### src/rtl/apb_arb_pkg.sv
// Shared encodings for the two-requester APB arbiter: FSM states and requester indices.
package apb_arb_pkg;

  typedef enum logic [1:0] {
    IDLE   = 2'd0,
    SETUP  = 2'd1,
    ACCESS = 2'd2
  } arb_state_t;

  localparam logic M_IFETCH = 1'b0;
  localparam logic M_LSU    = 1'b1;

endpackage

### src/rtl/apb_arb_pick.sv
// Combinational winner selection between instruction fetch (m0) and load/store (m1).
// With APB_ARB_RR_EN defined, contention alternates via 'last'; otherwise m1 has fixed priority.
module apb_arb_pick
  import apb_arb_pkg::*;
(
  input  logic [1:0] req,
`ifdef APB_ARB_RR_EN
  input  logic       last,
`endif
  output logic       grant
);

  always_comb begin
    grant = M_IFETCH;
    case (req)
      2'b10: grant = M_LSU;
      2'b11: begin
`ifdef APB_ARB_RR_EN
        grant = ~last;
`else
        grant = M_LSU;
`endif
      end
      default: grant = M_IFETCH;
    endcase
  end

endmodule

### src/rtl/apb_arbiter.sv
// Two-master to one-slave APB arbiter with a registered slave-side transfer.
// Optional round-robin contention resolution is enabled by defining APB_ARB_RR_EN.
module apb_arbiter
  import apb_arb_pkg::*;
#(
  parameter int ADDR_WIDTH = 32,
  parameter int DATA_WIDTH = 32
) (
  input  logic                  pclk,
  input  logic                  presetn,

  input  logic [ADDR_WIDTH-1:0] m0_paddr,
  input  logic [DATA_WIDTH-1:0] m0_pdata,
  input  logic                  m0_psel,
  input  logic                  m0_pwrite,
  input  logic [3:0]            m0_pstb,
  output logic [DATA_WIDTH-1:0] m0_prdata,
  output logic                  m0_pready,
  output logic                  m0_perr,

  input  logic [ADDR_WIDTH-1:0] m1_paddr,
  input  logic [DATA_WIDTH-1:0] m1_pdata,
  input  logic                  m1_psel,
  input  logic                  m1_pwrite,
  input  logic [3:0]            m1_pstb,
  output logic [DATA_WIDTH-1:0] m1_prdata,
  output logic                  m1_pready,
  output logic                  m1_perr,

  output logic [ADDR_WIDTH-1:0] s_paddr,
  output logic [DATA_WIDTH-1:0] s_pdata,
  output logic                  s_pwrite,
  output logic [3:0]            s_pstb,
  output logic                  s_psel,
  output logic                  s_penable,
  input  logic [DATA_WIDTH-1:0] s_prdata,
  input  logic                  s_pready,
  input  logic                  s_perr
);

  arb_state_t state, state_next;
  logic       grant;
  logic       pick_grant;
  logic [1:0] req;
  logic       start;
  logic       granted_psel;

  assign req   = {m1_psel, m0_psel};
  assign start = (state == IDLE) && (|req);

`ifdef APB_ARB_RR_EN
  logic last;

  apb_arb_pick u_pick (
    .req   (req),
    .last  (last),
    .grant (pick_grant)
  );

  always_ff @(posedge pclk or negedge presetn) begin
    if (!presetn) begin
      last <= M_IFETCH;
    end else if (start) begin
      last <= pick_grant;
    end
  end
`else
  apb_arb_pick u_pick (
    .req   (req),
    .grant (pick_grant)
  );
`endif

  always_ff @(posedge pclk or negedge presetn) begin
    if (!presetn) begin
      state <= IDLE;
    end else begin
      state <= state_next;
    end
  end

  // s_pready ends ACCESS regardless of s_perr or whether the requester still wants the data.
  always_comb begin
    state_next = state;
    case (state)
      IDLE:    if (|req) state_next = SETUP;
      SETUP:   state_next = ACCESS;
      ACCESS:  if (s_pready) state_next = IDLE;
      default: state_next = IDLE;
    endcase
  end

  // The slave-side transfer is captured once at grant and held through completion.
  always_ff @(posedge pclk or negedge presetn) begin
    if (!presetn) begin
      grant    <= M_IFETCH;
      s_paddr  <= '0;
      s_pdata  <= '0;
      s_pwrite <= 1'b0;
      s_pstb   <= '0;
    end else if (start) begin
      grant    <= pick_grant;
      s_paddr  <= pick_grant ? m1_paddr  : m0_paddr;
      s_pdata  <= pick_grant ? m1_pdata  : m0_pdata;
      s_pwrite <= pick_grant ? m1_pwrite : m0_pwrite;
      s_pstb   <= pick_grant ? m1_pstb   : m0_pstb;
    end
  end

  assign granted_psel = grant ? m1_psel : m0_psel;

  // A requester that withdrew psel mid-transfer gets no completion; the response is dropped.
  always_comb begin
    s_psel    = (state == SETUP) || (state == ACCESS);
    s_penable = (state == ACCESS);
    m0_prdata = s_prdata;
    m1_prdata = s_prdata;
    m0_pready = 1'b0;
    m1_pready = 1'b0;
    m0_perr   = 1'b0;
    m1_perr   = 1'b0;
    if ((state == ACCESS) && s_pready && granted_psel) begin
      if (grant == M_LSU) begin
        m1_pready = 1'b1;
        m1_perr   = s_perr;
      end else begin
        m0_pready = 1'b1;
        m0_perr   = s_perr;
      end
    end
  end

endmodule

### config.mk
export PLATFORM = sky130hd
export DESIGN_NAME = apb_arbiter
export DESIGN_NICKNAME = d
export VERILOG_FILES = /design/src/rtl/apb_arb_pkg.sv /design/src/rtl/apb_arb_pick.sv /design/src/rtl/apb_arbiter.sv
export SDC_FILE = /design/constraint.sdc
export NUM_CORES = 1
export LEC_CHECK = 0
export CORE_AREA = 4 4 121 123
export CTS_BUF_LIST = sky130_fd_sc_hd__clkbuf_2
export CTS_CLUSTER_SIZE = 14
export DETAILED_ROUTE_END_ITERATION = 6
export DIE_AREA = 0 0 125 127
export DONT_BUFFER_PORTS = 1
export GPL_TIMING_DRIVEN = 0
export PLACE_DENSITY = 0.47
export SYNTH_ARGS = -nofsm -noshare
export SYNTH_HDL_FRONTEND = slang
export SYNTH_HIERARCHICAL = 1
export SYNTH_SLANG_ARGS = --single-unit
### constraint.sdc
create_clock -name pclk -period 1.2 [get_ports pclk]
set_input_delay 0.3 -clock pclk [delete_from_list [all_inputs] [get_ports pclk]]
set_output_delay 0.3 -clock pclk [all_outputs]
set_load 0.02 [all_outputs]
==> metrics.md, run 1 <==
| Metric | Value |
|---|---|
| Status | `stopped before the end` |
| Fail Step | `clock tree synthesis (4_1_cts)` |
| Log Error | `[ERROR RSZ-0060] Max buffer count reached.` |
| Top cell type's share of synthesized area | `0.4601` |
| Post-synthesis register bit count | `72` |
| Post-synth top area cell | `dfrtp_1` |
| Top post-synthesis cells by count | `dfrtp_1 (72), buf_4 (71), mux2i_1 (69), nand2_1 (69), o21ai_0 (59)` |
| CTS root buffer | `clkbuf_2` |
| Top cells by area, synth | `dfrtp_1 (46%), mux2i_1 (18%), buf_4 (14%)` |
| # resized after CTS | `143` |
| EDFF count, synth | `0` |
| Post-synthesis mux area share | `0.1859` |
| Top_reg_cell synth | `dfrtp_1` |
| Clock Sinks | `72` |
| Hold_buf cts | `120` |
| Row Count | `43` |
| Asr flop ratio synth | `1.000` |
| Post-CTS setup buffers | `10` |
| Adder-Cell Fraction of Synth Area | `0.01278` |
| Net Count, Synth | `~560` |
| Ys Warns | `6` |
| Clock buffer depth | `2` |
| Post-synthesis compound-gate area fraction | `0.1013` |
| GPL Wtd Cong | `between 0.7 and 0.8` |
| H-tree lvl count | `3` |
| XOR/XNOR Fraction of Synth Area | `0` |
| Initial Util | `0.2866` |
| Count leader, synth | `dfrtp_1` |
| IO Count | `315` |
| Die X-Extent | `125 um` |
| Register area share after synthesis | `0.4601` |
| IO buf count | `0` |
| Cells after Synth | `384` |
| Combined area of all synthesized cells | `3916 um2` |
| Num CTS Buffers | `9` |
| Placed wire-length estimate | `~8.4 mm` |
| Syn avg cell area | `10.20 um2` |
| Unique masters post-synth | `20` |
| Chip height | `127 um` |
| Simple-Gate Fraction of Synth Area | `0.07668` |
| Largest family of logic cells by synthesized area | `multiplexers` |
==> through the flow <==
stage	utilization	cells	worst slack [ns]	hold slack (ns)	instance area, um2
2_1_floorplan	-	384	-0.2425	0.004409	3941
3_3_place_gp	0.3049	564	-0.4128	0.008203	4167
3_5_place_dp	0.3049	564	-0.4277	0.008494	4167
==> cell families after synthesis <==
kind of cell               Yosys count
adders and majority gates            4
muxes                               72
buffers and inverters               90
DFF                                 72
and+or+nand+nor                     75
AOI/OAI and AO/OA                   71
==> run 2: changes to the inputs <==
--- a/config.mk
+++ b/config.mk
@@ -6,13 +6,11 @@
 export NUM_CORES = 1
 export LEC_CHECK = 0
 export CORE_AREA = 4 4 121 123
-export CTS_BUF_LIST = sky130_fd_sc_hd__clkbuf_2
-export CTS_CLUSTER_SIZE = 14
 export DETAILED_ROUTE_END_ITERATION = 6
 export DIE_AREA = 0 0 125 127
 export DONT_BUFFER_PORTS = 1
 export GPL_TIMING_DRIVEN = 0
-export PLACE_DENSITY = 0.47
+export PLACE_DENSITY_LB_ADDON = 0.15
 export SYNTH_ARGS = -nofsm -noshare
 export SYNTH_HDL_FRONTEND = slang
 export SYNTH_HIERARCHICAL = 1
==> constraint.sdc (replaced) <==
create_clock -name pclk -period 1.6 [get_ports pclk]
set_input_delay 0.4 -clock pclk [delete_from_list [all_inputs] [get_ports pclk]]
set_output_delay 0.4 -clock pclk [all_outputs]
set_load 0.02 [all_outputs]
==> metrics.md, run 2 <==
| Metric | Value |
|---|---|
| Worst-path cell chain | `inv_2 -> ha_4 -> and4b_2 -> and2_4` |
| Switching share of power | `0.4242` |
| GPL Wtd Cong | `slightly below 0.8` |
| Setup crit start kind | `flop` |
| GRT Overall Usage | `0.1330` |
| Final Core Density | `0.3400` |
| Max transition margin | `0.7420` |
| Num CTS Buffers | `9` |
| Clk network pwr share | `0.225` |
| Via density | `4.630` |
| Depth of the most critical reg-to-reg path | `9` |
| Post-synthesis mux area share | `0.1859` |
| Met2 routed WL | `a little under 6 mm` |
| Comb pwr share | `0.293` |
| Violated checks | `hold timing, setup timing` |
| Final Cycle Share | `1.183` |
| Crit Path Max Fanout | `4` |
| Die area | `between 15000 and 20000 um2` |
| Ys Warns | `6` |
| Leakage Power | `roughly 2.3 nW` |
| Slew Limit Fails | `0` |
| Vias in the first global route | `2838` |
| Buf/Inv on CP | `1` |
| Multi-input gate area | `1516 um2` |
| Asr flop ratio synth | `1.000` |
| Routed wire length | `~11 mm` |
| Final nets | `584` |
| DR DRC count | `0` |
| Cells after Synth | `384` |
| Routed Antenna Nets | `0` |
| IO Count | `about 320` |
| Top cells by area, synth | `dfrtp_1 (46%), mux2i_1 (18%), buf_4 (14%)` |
| Share of cells above drive strength 1 | `0.3203` |
| Clock buffer depth | `2` |
| Worst r2r src | `state[0]` |
| Internal power | `~5.4 mW` |
| Net Count, Synth | `564` |
| Setup TNS | `-0.6619 ns` |
| Placed Cells | `564` |
| CP max-delay cell | `dfrtp_1` |
| EDFF count, synth | `0` |
| Reg-to-reg endpoint | `s_paddr[25]` |
| Placed wire-length estimate | `8.624 mm` |
| Combined area of all synthesized cells | `approximately 3900 um2` |
| Core ar. | `roughly 14000 um2` |
| Uppermost layer routed | `met4` |
| Pin slew with the least headroom to its limit | `0.3870 ns` |
| Critical path data arrival time | `1.49 ns` |
| FF+latch area | `1802 um2` |
| PnR worst setup slack | `-0.2923 ns` |
| Adder-Cell Fraction of Synth Area | `0.01278` |
| Wire length of the first global-routing pass | `between 15 and 20 mm` |
| Crit path from | `state[0]` |
| Skew-Pair Late Insertion Delay | `0.33 ns` |
| Count leader, synth | `dfrtp_1` |
| Simple-Gate Fraction of Synth Area | `0.07668` |
| Reg-to-reg slack, setup | `0.04 ns` |
| Initial Util | `0.2866` |
| Max IR drop VDD | `0.0009216 V` |
| Sw Pwr | `3.945 mW` |
| IO buf count | `0` |
| Initial DRC Count | `98` |
| CTS tree | `built` |
| Max Cap Violations | `0` |
| Filler cells | `1440` |
| Setup crit end kind | `output port` |
| Reg clk slew, reported paths | `0.05 ns` |
| Final hold vios | `72` |
| Row Count | `43` |
| # setup viols final | `4` |
| Status | `finished, violations left` |
| Critical path type | `flop to output port` |
| Peak per-stage delay on the critical path | `0.39 ns` |
| Unique masters post-synth | `20` |
| RSZ-0062 raised after global routing | `true` |
| Diode count | `0` |
| Non-Filler Instances | `a little under 600` |
| Seq pwr share | `0.482` |
| Post-synth top area cell | `dfrtp_1` |
| CTS root buffer | `clkbuf_16` |
| Post-synthesis register bit count | `72` |
| Tightest hold margin | `-0.2345 ns` |
| Syn avg cell area | `~10 um2` |
| XOR/XNOR Fraction of Synth Area | `0` |
| Met3 routed WL | `approximately 1.1 mm` |
| Post-synthesis compound-gate area fraction | `0.1013` |
| Initial antenna violation count | `0` |
| Top post-synthesis cells by count | `dfrtp_1 (72), buf_4 (71), mux2i_1 (69), nand2_1 (69), o21ai_0 (59)` |
| Top delay family on crit path | `simple AND/OR/NAND/NOR gates` |
| Pwr dens | `2002 nW/um2` |
| Min-Delay Path Class | `primary input to asynchronous set/reset pin` |
| Register area share after synthesis | `0.4601` |
| Most frequent cells in the layout | `buf_4 (77), dfrtp_1 (72), mux2i_1 (69), nand2_1 (69), o21ai_0 (56)` |
| Metal1 wirelength | `3.924 mm` |
| Biggest regs | `s_paddr x32, s_pdata x32, s_pstb x4` |
| Top_reg_cell synth | `dfrtp_1` |
| Crit path time final | `1.892 ns` |
| Largest family of logic cells by synthesized area | `multiplexers` |
| Top cell type's share of synthesized area | `0.4601` |
| Commonest non-fill, non-tap cell in the layout | `buf_4` |
| Largest net degree at the start of global routing | `between 70 and 80` |
| Worst Skew | `roughly 0.0037 ns` |
| Pre-CTS setup slack | `-0.05094 ns` |
| Fmax | `0.5285 GHz` |
| Die X-Extent | `125 um` |
| CP required | `about 1.2 ns` |
| Via count | `between 2k and 3k` |
| TritonRoute pass-1 iters | `4` |
| Drt wl/cell | `approximately 19 um` |
| GRT overflow | `0` |
| Chip height | `127 um` |
| Clock Sinks | `72` |
| H-tree lvl count | `3` |
| Area growth syn-to-layout | `18.63%` |
-- run 2: cell counts after synthesis --
No cell type changed its count.
-- run 2: worst register-to-register path, cell delays in order, from the launching register on --
cell and delay [ns]:
dfrtp_1 0.39, inv_2 0.08, buf_4 0.13, ha_4 0.14, o21ai_4 0.09, buf_6 0.15
buf_6 0.12, clkbuf_4 0.18, nand2_1 0.07, o21ai_0 0.08
-- run 2: how the worst max path moves through the flow --
stage / slack, ns / cells past startpoint / end
2_1_floorplan: 0.007 / 4 / m1_perr
3_3_place_gp: -0.05 / 4 / m1_perr
3_5_place_dp: -0.05 / 4 / m1_perr
4_1_cts: -0.32 / 4 / m0_perr
5_1_grt: -0.37 / 4 / m0_perr
6_report: -0.29 / 4 / m0_perr
-- run 2: kinds of logic (layout without fill, tap and decap cells) --
group,count (synthesis),count (layout)
AO/OA/AOI/OAI,71,71
multiplexers,72,72
adder cells (fa/ha/maj),4,4
AND/OR/NAND/NOR,75,75
buffers and inverters,90,115
flip-flops,72,72
-- run 2: repair_timing --
action	CTS	global route
pin swaps	4	3
setup endpoints to repair	7	62
hold endpoints to repair	72	72
setup buffers	4	4
resized for setup	7	27
cloned	1	1
-- run 2: final cells by class --
type                    count  area share
plain buffers              88      0.1444
repair buffers              9     0.02262
flip-flops and latches     72      0.3878
clock inverters             2    0.007541
inverters                   2    0.001616
multi-input cells         222      0.3264
clock buffers              14     0.06114
well taps                 180     0.04848
-- run 2: power groups by stage --
stage	logic, mW	registers (mW)	clock network (mW)
3_5_place_dp	2.34	4.55	0
3_3_place_gp	2.28	4.54	0
2_1_floorplan	1.86	4.24	0
5_1_grt	3.09	4.60	2.27
4_1_cts	2.52	4.53	2.18
6_report	2.72	4.49	2.09
-- run 2: routing by layer --
| metal | track usage | vias up |
|---|---|---|
| met5 | 0 | - |
| met4 | 0.05804 | 0 |
| met3 | 0.05393 | 16 |
| met2 | 0.2303 | 166 |
| met1 | 0.1442 | 1275 |
| li1 | - | 1270 |
-- run 2: stage by stage --
| step | hold WS, ns | total power [mW] | instance area (um2) |
|---|---|---|---|
| 2_1_floorplan | 0.1044 | 6.104 | 3935 |
| 4_1_cts | -0.2588 | 9.224 | 4541 |
| 3_3_place_gp | 0.1062 | 6.822 | 4160 |
| 5_1_grt | -0.2647 | 9.962 | 4646 |
| 3_5_place_dp | 0.1060 | 6.892 | 4160 |
| 6_report | -0.2345 | 9.300 | 4646 |
(Power assumes the default switching activity.)
==> run 3: changes to the inputs <==
--- a/config.mk
+++ b/config.mk
@@ -5,12 +5,15 @@
 export SDC_FILE = /design/constraint.sdc
 export NUM_CORES = 1
 export LEC_CHECK = 0
-export CORE_AREA = 4 4 121 123
+export CELL_PAD_IN_SITES_DETAIL_PLACEMENT = 0
+export CELL_PAD_IN_SITES_GLOBAL_PLACEMENT = 2
+export CORE_ASPECT_RATIO = 0.7
+export CORE_MARGIN = 4
+export CORE_UTILIZATION = 33
 export DETAILED_ROUTE_END_ITERATION = 6
-export DIE_AREA = 0 0 125 127
 export DONT_BUFFER_PORTS = 1
 export GPL_TIMING_DRIVEN = 0
-export PLACE_DENSITY_LB_ADDON = 0.15
+export PLACE_DENSITY_LB_ADDON = 0.1
 export SYNTH_ARGS = -nofsm -noshare
 export SYNTH_HDL_FRONTEND = slang
 export SYNTH_HIERARCHICAL = 1
==> metrics.md, run 3 (same netlist as run 2, synthesis figures left out) <==
| Metric | Value |
|---|---|
| Status | `finished, violations left` |
| Violated checks | `hold timing, setup timing` |
| RSZ-0062 raised after global routing | `true` |
| # setup viols final | `4` |
| GRT overflow | `0` |
| Row Count | `32` |
| Max IR drop VDD | `0.0006217 V` |
| H-tree lvl count | `3` |
| Initial Util | `0.3469` |
| Initial antenna violation count | `0` |
| Worst r2r src | `state[0]` |
| GPL Wtd Cong | `0.7300` |
| Share of cells above drive strength 1 | `0.3069` |
| Diode count | `0` |
| IO buf count | `0` |
| GRT Overall Usage | `0.1499` |
| Crit path to | `m0_perr` |
| FF+latch area | `1802 um2` |
| Multi-input gate area | `1520 um2` |
| Min-Delay Path Class | `primary input to asynchronous set/reset pin` |
| Final Cycle Share | `1.187` |
| Leakage Power | `~2.2 nW` |
| Drt wl/cell | `about 20 um` |
| Vias in the first global route | `2823` |
| Depth of the most critical reg-to-reg path | `7` |
| Placed wire-length estimate | `8.739 mm` |
| Crit path from | `state[0]` |
| Clock buffer depth | `2` |
| Critical path data arrival time | `approximately 1.5 ns` |
| PnR worst setup slack | `-0.2997 ns` |
| Worst Skew | `0.002852 ns` |
| TritonRoute pass-1 iters | `4` |
| Tightest hold margin | `-0.2283 ns` |
| CP max-delay cell | `dfrtp_1` |
| Reg-to-reg slack, setup | `around 0.12 ns` |
| Worst-path cell chain | `inv_2 -> ha_4 -> and4b_2 -> and2_4` |
| Reg-to-reg endpoint | `grant` |
| Pwr Total | `8.728 mW` |
| Skew-Pair Late Insertion Delay | `0.32 ns` |
| Area growth syn-to-layout | `14.03%` |
| Peak per-stage delay on the critical path | `0.38 ns` |
| Final hold vios | `72` |
| CP required | `1.20 ns` |
| Crit Path Max Fanout | `4` |
| Initial DRC Count | `50` |
| Filler cells | `1163` |
| Setup crit end kind | `output port` |
| Routed wire length | `between 10 and 15 mm` |
| Via density | `between 4 and 5` |
| Clock Sinks | `72` |
| CTS root buffer | `clkbuf_16` |
| Most frequent cells in the layout | `buf_4 (77), dfrtp_1 (72), mux2i_1 (69), nand2_1 (69), o21ai_0 (59)` |
| Max transition margin | `0.7372` |
| Biggest regs | `s_paddr x32, s_pdata x32, s_pstb x4` |
| DR DRC count | `0` |
| Reg clk slew, reported paths | `0.05 ns` |
| Pin slew with the least headroom to its limit | `0.3943 ns` |
| Commonest non-fill, non-tap cell in the layout | `buf_4` |
| Die X-Extent | `138.2 um` |
| Setup crit start kind | `flop` |
| Slew Limit Fails | `0` |
| Core ar. | `11290 um2` |
| Via count | `2647` |
| CTS tree | `built` |
| Crit path time final | `1.900 ns` |
| Routed Antenna Nets | `0` |
| Max Cap Violations | `0` |
| Die area | `13700 um2` |
| Fmax | `0.5264 GHz` |
| Pre-CTS setup slack | `-0.08489 ns` |
| Chip height | `99.15 um` |
| Largest net degree at the start of global routing | `73` |
| Final nets | `581` |
| Num CTS Buffers | `9` |
| Wire length of the first global-routing pass | `16.18 mm` |
| IO Count | `roughly 320` |
| Pwr dens | `1954 nW/um2` |
| Critical path type | `flop to output port` |
run 3: changes by cell type in the layout (fill, tap and decap cells not counted), sizes merged:
| cell | delta |
|---|---|
| bufinv | -1 |
| clkbuf | -4 |
run 3: per-stage QoR:
stage	std cells	hold slack [ns]	area [um2]	setup TNS [ns]	utilization
2_1_floorplan	384	0.1044	3935	0	-
3_3_place_gp	537	0.1067	4126	-0.1152	0.3655
3_5_place_dp	537	0.1067	4126	-0.1560	0.3655
4_1_cts	553	-0.2474	4412	-0.7774	0.3907
5_1_grt	557	-0.2521	4466	-0.9537	0.3955
6_report	557	-0.2283	4466	-0.6722	0.3955
run 3: report_power, final:
| part | switching (mW) | total [mW] | internal (mW) | leakage, nW |
|---|---|---|---|---|
| clock network | 0.694 | 1.77 | 1.07 | 0.126 |
| logic | 1.39 | 2.47 | 1.08 | 1.19 |
| registers | 1.77 | 4.49 | 2.72 | 0.885 |
run 3: metal layers:
metal | part of all wire | global-route usage | up-vias
li1 | - | - | 1260
met1 | 0.39 | 0.1704 | 1228
met2 | 0.49 | 0.2463 | 152
met3 | 0.11 | 0.08457 | 7
met4 | 0.0089 | 0.03872 | 0
met5 | 0 | 0 | -
run 3: final cells by class:
cell class / count / area share
tap: 153 / 0.04287
timing repair buffer: 6 / 0.01009
multi-input combinational: 222 / 0.3404
clock inverter: 1 / 0.001121
buffer: 88 / 0.1443
sequential: 72 / 0.4035
inverter: 2 / 0.001681
clock buffer: 13 / 0.05604
run 3: how the worst min path moves through the flow:
| stage | end | startpoint | slack [ns] |
|---|---|---|---|
| after floorplan | grant | presetn | 0.10 |
| after global placement | s_pdata[2] | presetn | 0.11 |
| after detailed placement | s_pdata[7] | presetn | 0.11 |
| after CTS | s_pdata[7] | presetn | -0.25 |
| after global routing | s_pdata[7] | presetn | -0.25 |
| final | s_pdata[7] | presetn | -0.23 |
run 3: timing repair:
action | in CTS | in global routing
pin swaps | 3 | 2
setup buffers | 2 | 4
cloned | 0 | 1
endpoints found under the setup margin | 6 | 51
hold endpoints to repair | 72 | 72
gates resized for setup | 5 | 13
run 3: worst max-delay path, delay by kind of cell (launching register included):
kind / cells / cell delay [ns]
simple gates: 2 / 0.52
flops: 1 / 0.38
fa+ha+maj: 1 / 0.18
buf+inv: 1 / 0.08
